File: config.mk
export PLATFORM = sky130hd
export DESIGN_NAME = instr_fetch_unit
export DESIGN_NICKNAME = d
export VERILOG_FILES = /design/src/rtl/instr_fetch_unit.sv
export SDC_FILE = /design/constraint.sdc
export NUM_CORES = 1
export LEC_CHECK = 0
export CELL_PAD_IN_SITES_DETAIL_PLACEMENT = 0
export CELL_PAD_IN_SITES_GLOBAL_PLACEMENT = 2
export CORE_MARGIN = 2
export CORE_UTILIZATION = 35
export CTS_CLUSTER_SIZE = 16
export DETAILED_ROUTE_END_ITERATION = 16
export GPL_TIMING_DRIVEN = 0
export MAX_ROUTING_LAYER = met4
export PLACE_DENSITY = 0.66
export SYNTH_ARGS = -nofsm -noshare
export SYNTH_HDL_FRONTEND = slang
export SYNTH_SLANG_ARGS = --single-unit
File: constraint.sdc
create_clock -name clk -period 2.51 [get_ports clk]
set_input_delay 0.251 -clock clk [delete_from_list [all_inputs] [get_ports clk]]
set_output_delay 0.251 -clock clk [all_outputs]
set_load 0.02 [all_outputs]
File: src/rtl/instr_fetch_unit.sv
// Instruction fetch unit: reads imem at pc, queues {pc, word} for decode.
// One outstanding request; flush drops the queue and any in-flight read.
module instr_fetch_unit #(
    parameter int ADDR_W  = 19,
    parameter int INSTR_W = 19,
    parameter int DEPTH   = 4
) (
    input  logic               clk,
    input  logic               rst,
    input  logic [ADDR_W-1:0]  pc,
    output logic               pc_enable,
    input  logic               flush,
    output logic               imem_req,
    output logic [ADDR_W-1:0]  imem_addr,
    input  logic               imem_ack,
    input  logic [INSTR_W-1:0] imem_rdata,
    output logic               instr_valid,
    input  logic               instr_ready,
    output logic [INSTR_W-1:0] instr,
    output logic [ADDR_W-1:0]  instr_pc
);

    localparam int PTR_W = $clog2(DEPTH);
    localparam int CNT_W = PTR_W + 1;
    localparam int ENT_W = ADDR_W + INSTR_W;
    localparam logic [CNT_W-1:0] FULL_CNT = CNT_W'(DEPTH);

    localparam logic [1:0] S_IDLE  = 2'd0;
    localparam logic [1:0] S_REQ   = 2'd1;
    localparam logic [1:0] S_ADV   = 2'd2;
    localparam logic [1:0] S_DRAIN = 2'd3;

    logic [1:0]        state_q, state_d;
    logic [ADDR_W-1:0] addr_q, addr_d;
    logic [PTR_W-1:0]  wr_ptr_q, wr_ptr_d;
    logic [PTR_W-1:0]  rd_ptr_q, rd_ptr_d;
    logic [CNT_W-1:0]  count_q, count_d;
    logic [ENT_W-1:0]  mem_q [DEPTH];
    logic [ENT_W-1:0]  head;
    logic              full;
    logic              push;
    logic              pop;

    assign full        = (count_q == FULL_CNT);
    assign instr_valid = (count_q != '0);
    assign pop         = instr_valid & instr_ready & ~flush;
    assign imem_req    = (state_q == S_REQ) | (state_q == S_DRAIN);
    assign imem_addr   = addr_q;
    assign pc_enable   = (state_q == S_ADV) & ~flush;

    // Head is gated so the outputs read zero while the queue is empty.
    assign head     = mem_q[rd_ptr_q];
    assign instr    = instr_valid ? head[INSTR_W-1:0] : '0;
    assign instr_pc = instr_valid ? head[ENT_W-1:INSTR_W] : '0;

    always_comb begin
        state_d = state_q;
        addr_d  = addr_q;
        push    = 1'b0;
        unique case (state_q)
            S_IDLE: begin
                if (!full && !flush) begin
                    addr_d  = pc;
                    state_d = S_REQ;
                end
            end
            S_REQ: begin
                if (flush) begin
                    state_d = imem_ack ? S_IDLE : S_DRAIN;
                end else if (imem_ack) begin
                    push    = 1'b1;
                    state_d = S_ADV;
                end
            end
            S_ADV: state_d = S_IDLE;
            S_DRAIN: begin
                if (imem_ack) state_d = S_IDLE;
            end
            default: state_d = S_IDLE;
        endcase
    end

    always_comb begin
        wr_ptr_d = wr_ptr_q;
        rd_ptr_d = rd_ptr_q;
        count_d  = count_q;
        if (flush) begin
            wr_ptr_d = '0;
            rd_ptr_d = '0;
            count_d  = '0;
        end else begin
            if (push) wr_ptr_d = wr_ptr_q + PTR_W'(1);
            if (pop)  rd_ptr_d = rd_ptr_q + PTR_W'(1);
            count_d = count_q + CNT_W'(push) - CNT_W'(pop);
        end
    end

    always_ff @(posedge clk) begin
        if (rst) begin
            state_q  <= S_IDLE;
            addr_q   <= '0;
            wr_ptr_q <= '0;
            rd_ptr_q <= '0;
            count_q  <= '0;
        end else begin
            state_q  <= state_d;
            addr_q   <= addr_d;
            wr_ptr_q <= wr_ptr_d;
            rd_ptr_q <= rd_ptr_d;
            count_q  <= count_d;
        end
    end

    always_ff @(posedge clk) begin
        if (push) mem_q[wr_ptr_q] <= {addr_q, imem_rdata};
    end

endmodule

==> flow_summary.ini <==
[power_and_ir_drop]
p_sw_mw = 1.29
pwr-share-comb_pct = 5.7
clkPwrFrac_pct = 39.7
intPower_mw = 4.87
vdd_drop_max_mv = 0.428
pwr-share-seq_pct = 54.6
swShare_pct = 20.9
power_mw = 6.16
leakage_nw = 3.24
power.density_nw_per_um2 = 670

[global_routing]
gr-usage-all-layers_pct = 14.3
grt-ovfl-total = 0
grt_pass1_vias = 3872
grt_max_degree = 26
antenna_found_initial = 0
grt_pass1_wl_microns = 22000

[logic_synthesis]
synth_common_cells = edfxtp_1, mux4_2, nand2b_1, nor2b_1, dfxtp_1
synth_ff_type = edfxtp_1
synth_most_common_cell = edfxtp_1
avgSynthCellArea_sq_um = 18.6
synthDistinctLibCells = 31
yosys-top-cells-area = edfxtp_1, mux4_2, dfxtp_1, nand2b_1, nor2b_1
synth-edff-count = 152
seq_area_frac_synth_pct = 72.0
synth_top_cell_by_area = edfxtp_1
synthCells = 385
synth_top_area_share_pct = 63.6
syn_nets = 435
synth_area_sq_um = 7170
ys_seq_elements = 182
ys_warn_count = 0
async_flop_share_pct = 0

[detailed_routing]
dr.pass1.iters = 4
wirelength_microns = 14600
post-route-drc-count = 0
antenna_left = 0
wl_per_cell_microns = 18.4
drt_iter0_drc = 140
vias_per_cell = 4.61
via_count = 3657

[clock_network]
htreeDepth = 4
clkLatencyLatePin_ps = 420
root_buffer = clkbuf_16
clock_sinks = 182
cts_made_buffers = 17
clk_pin_slew_ps = 60
cts_tree = yes
post-cts-setup-buffers = 0
ctsResizeCount = 33
cts_buffer_depth = 2
holdBufCountCts = 0

[die]
initial_core_util_pct = 35.6
row_count = 52
die_w_microns = 147
coreArea_sq_um = 20200
die_h_microns = 147
io_pins = 103
dieArea_sq_um = 21700

[cells_and_area]
final_nets = 560
antenna_cells = 0
drive_above_1_share_pct = 18.0
fin_area_sq_um = 9200
syn_to_final_growth_pct = 28.3
fill_cells = 1820

[sta]
hold_violations = 0
setup_tns_ps = 0
worst_pin_slew_ps = 472
rsz0062_at_grt = no
max_slew_margin_pct = 68.6
final-setup-viol-count = 0
maxSlewViolCount = 0
fmaxAchievable_mhz = 414
holdWs_ps = 393
finalClockSkew_ps = 6.05
min_period_ps = 2420
period_share_pct = 96.3

[place]
io_buffers = 102
placed_cell_area_sq_um = 8620
place_congestion = 0.699
hpwl_microns = 9660

[min_path]
hp-class = in -> reg

[outcome]
status = completed

[setup_path]
critical_path_class = reg -> out
start_kind = flop
crit_path_max_fanout = 10
endpoint_kind = primary output
arrival_ps = 2170
required_ps = 2260

[flow_run]
drv_cap = 0
==> worst paths after layout <==
path                                 start                          to  slack (ps)  cells past startpoint
setup / recovery                      flop                   instr[13]          90                      4
hold / removal                      pc[16]  imem_addr[16]$_SDFFE_PP0P_         390                      3
setup reg to reg     count_q[1]$_SDFF_PP0_       count_q[2]$_SDFF_PP0_         250                      9
hold reg to reg   rd_ptr_q[1]$_SDFFE_PP0P_                        flop         510                      2
==> area by class of cell <==
cell class / count / area [sq um] / share of cell area (%)
Tap cell: 270 / 338 / 3.67
Clock buffer: 20 / 437 / 4.75
Clock inverter: 12 / 104 / 1.13
Inverter: 9 / 33.8 / 0.367
Timing Repair Buffer: 106 / 1090 / 11.9
Buffer: 20 / 159 / 1.73
Multi-Input combinational cell: 174 / 1870 / 20.3
Sequential cell: 182 / 5170 / 56.2
==> registers in the layout (all words and copies together), names as in the netlist, named ones only <==
name       cells
wr_ptr_q       2
rd_ptr_q       2
imem_addr     19
state_q        2
count_q        3
mem_q        152
==> power groups by stage <==
stage	clock network, mW	registers [mW]	logic (mW)
global placement	0	3.43	0.353
finish	2.45	3.37	0.351
detailed placement	0	3.43	0.360
floorplan	0	3.45	0.138
global route	2.63	3.37	0.377
CTS	2.51	3.37	0.359
==> cells in the final DEF, fill, tap and decap left out, drive strengths merged <==
| master | Yosys | layout |
|---|---|---|
| edfxtp | 152 | 152 |
| clkdlybuf4s50 | 0 | 73 |
| mux4 | 38 | 38 |
| nand2b | 38 | 38 |
| nor2b | 35 | 35 |
| dfxtp | 30 | 30 |
| clkbuf | 10 | 30 |
| dlygate4sd2 | 0 | 21 |
| mux2i | 20 | 20 |
| buf | 10 | 14 |
| inv | 9 | 11 |
| nor2 | 10 | 10 |
| dlymetal6s2s | 0 | 8 |
| ha | 6 | 6 |
| clkinv | 0 | 6 |
| and2b | 4 | 4 |
| and2 | 4 | 4 |
| xnor2 | 3 | 3 |
| clkinvlp | 0 | 3 |
| nor3b | 2 | 2 |
| xor2 | 2 | 2 |
| o31ai | 1 | 1 |
| and3 | 1 | 1 |
| nor3 | 1 | 1 |
| a2111oi | 1 | 1 |
| or2 | 1 | 1 |
| nand3b | 1 | 1 |
| o21ba | 1 | 1 |
| nand2 | 1 | 1 |
| o21ai | 1 | 1 |
| or3 | 1 | 1 |
| a21oi | 1 | 1 |
| fa | 1 | 1 |
| bufinv | 0 | 1 |
==> layer usage <==
layer	vias up	GRT usage (%)	routed length, microns
li1	1711	-	-
met1	1847	18.1	6690
met2	93	22.9	7090
met3	6	4.16	725
met4	0	3.70	71
met5	-	-	0
==> per-stage QoR <==
step	utilization [%]	setup slack (ps)	std cells
after detailed placement	42.7	-164	761
after floorplan	-	462	385
after global routing	45.6	13.5	793
after CTS	45.4	-13.7	793
final	45.6	92.0	793
after global placement	42.3	-955	757
==> critical path: stages (launching register included) <==
cell and delay [ps]:
dfxtp_2 370, buf_6 200, mux4_2 500, nor2b_1 140
clkdlybuf4s50_1 530
==> cell families after synthesis <==
family / after synthesis / share of synthesized area [%]
xor+xnor: 5 / 0.611
fa+ha+maj: 7 / 1.33
simple gates: 99 / 8.39
mux: 58 / 14.7
flops: 182 / 72.0
buf+inv: 29 / 2.16
compound gates: 5 / 0.768
Power figures use the tool's default switching activity.
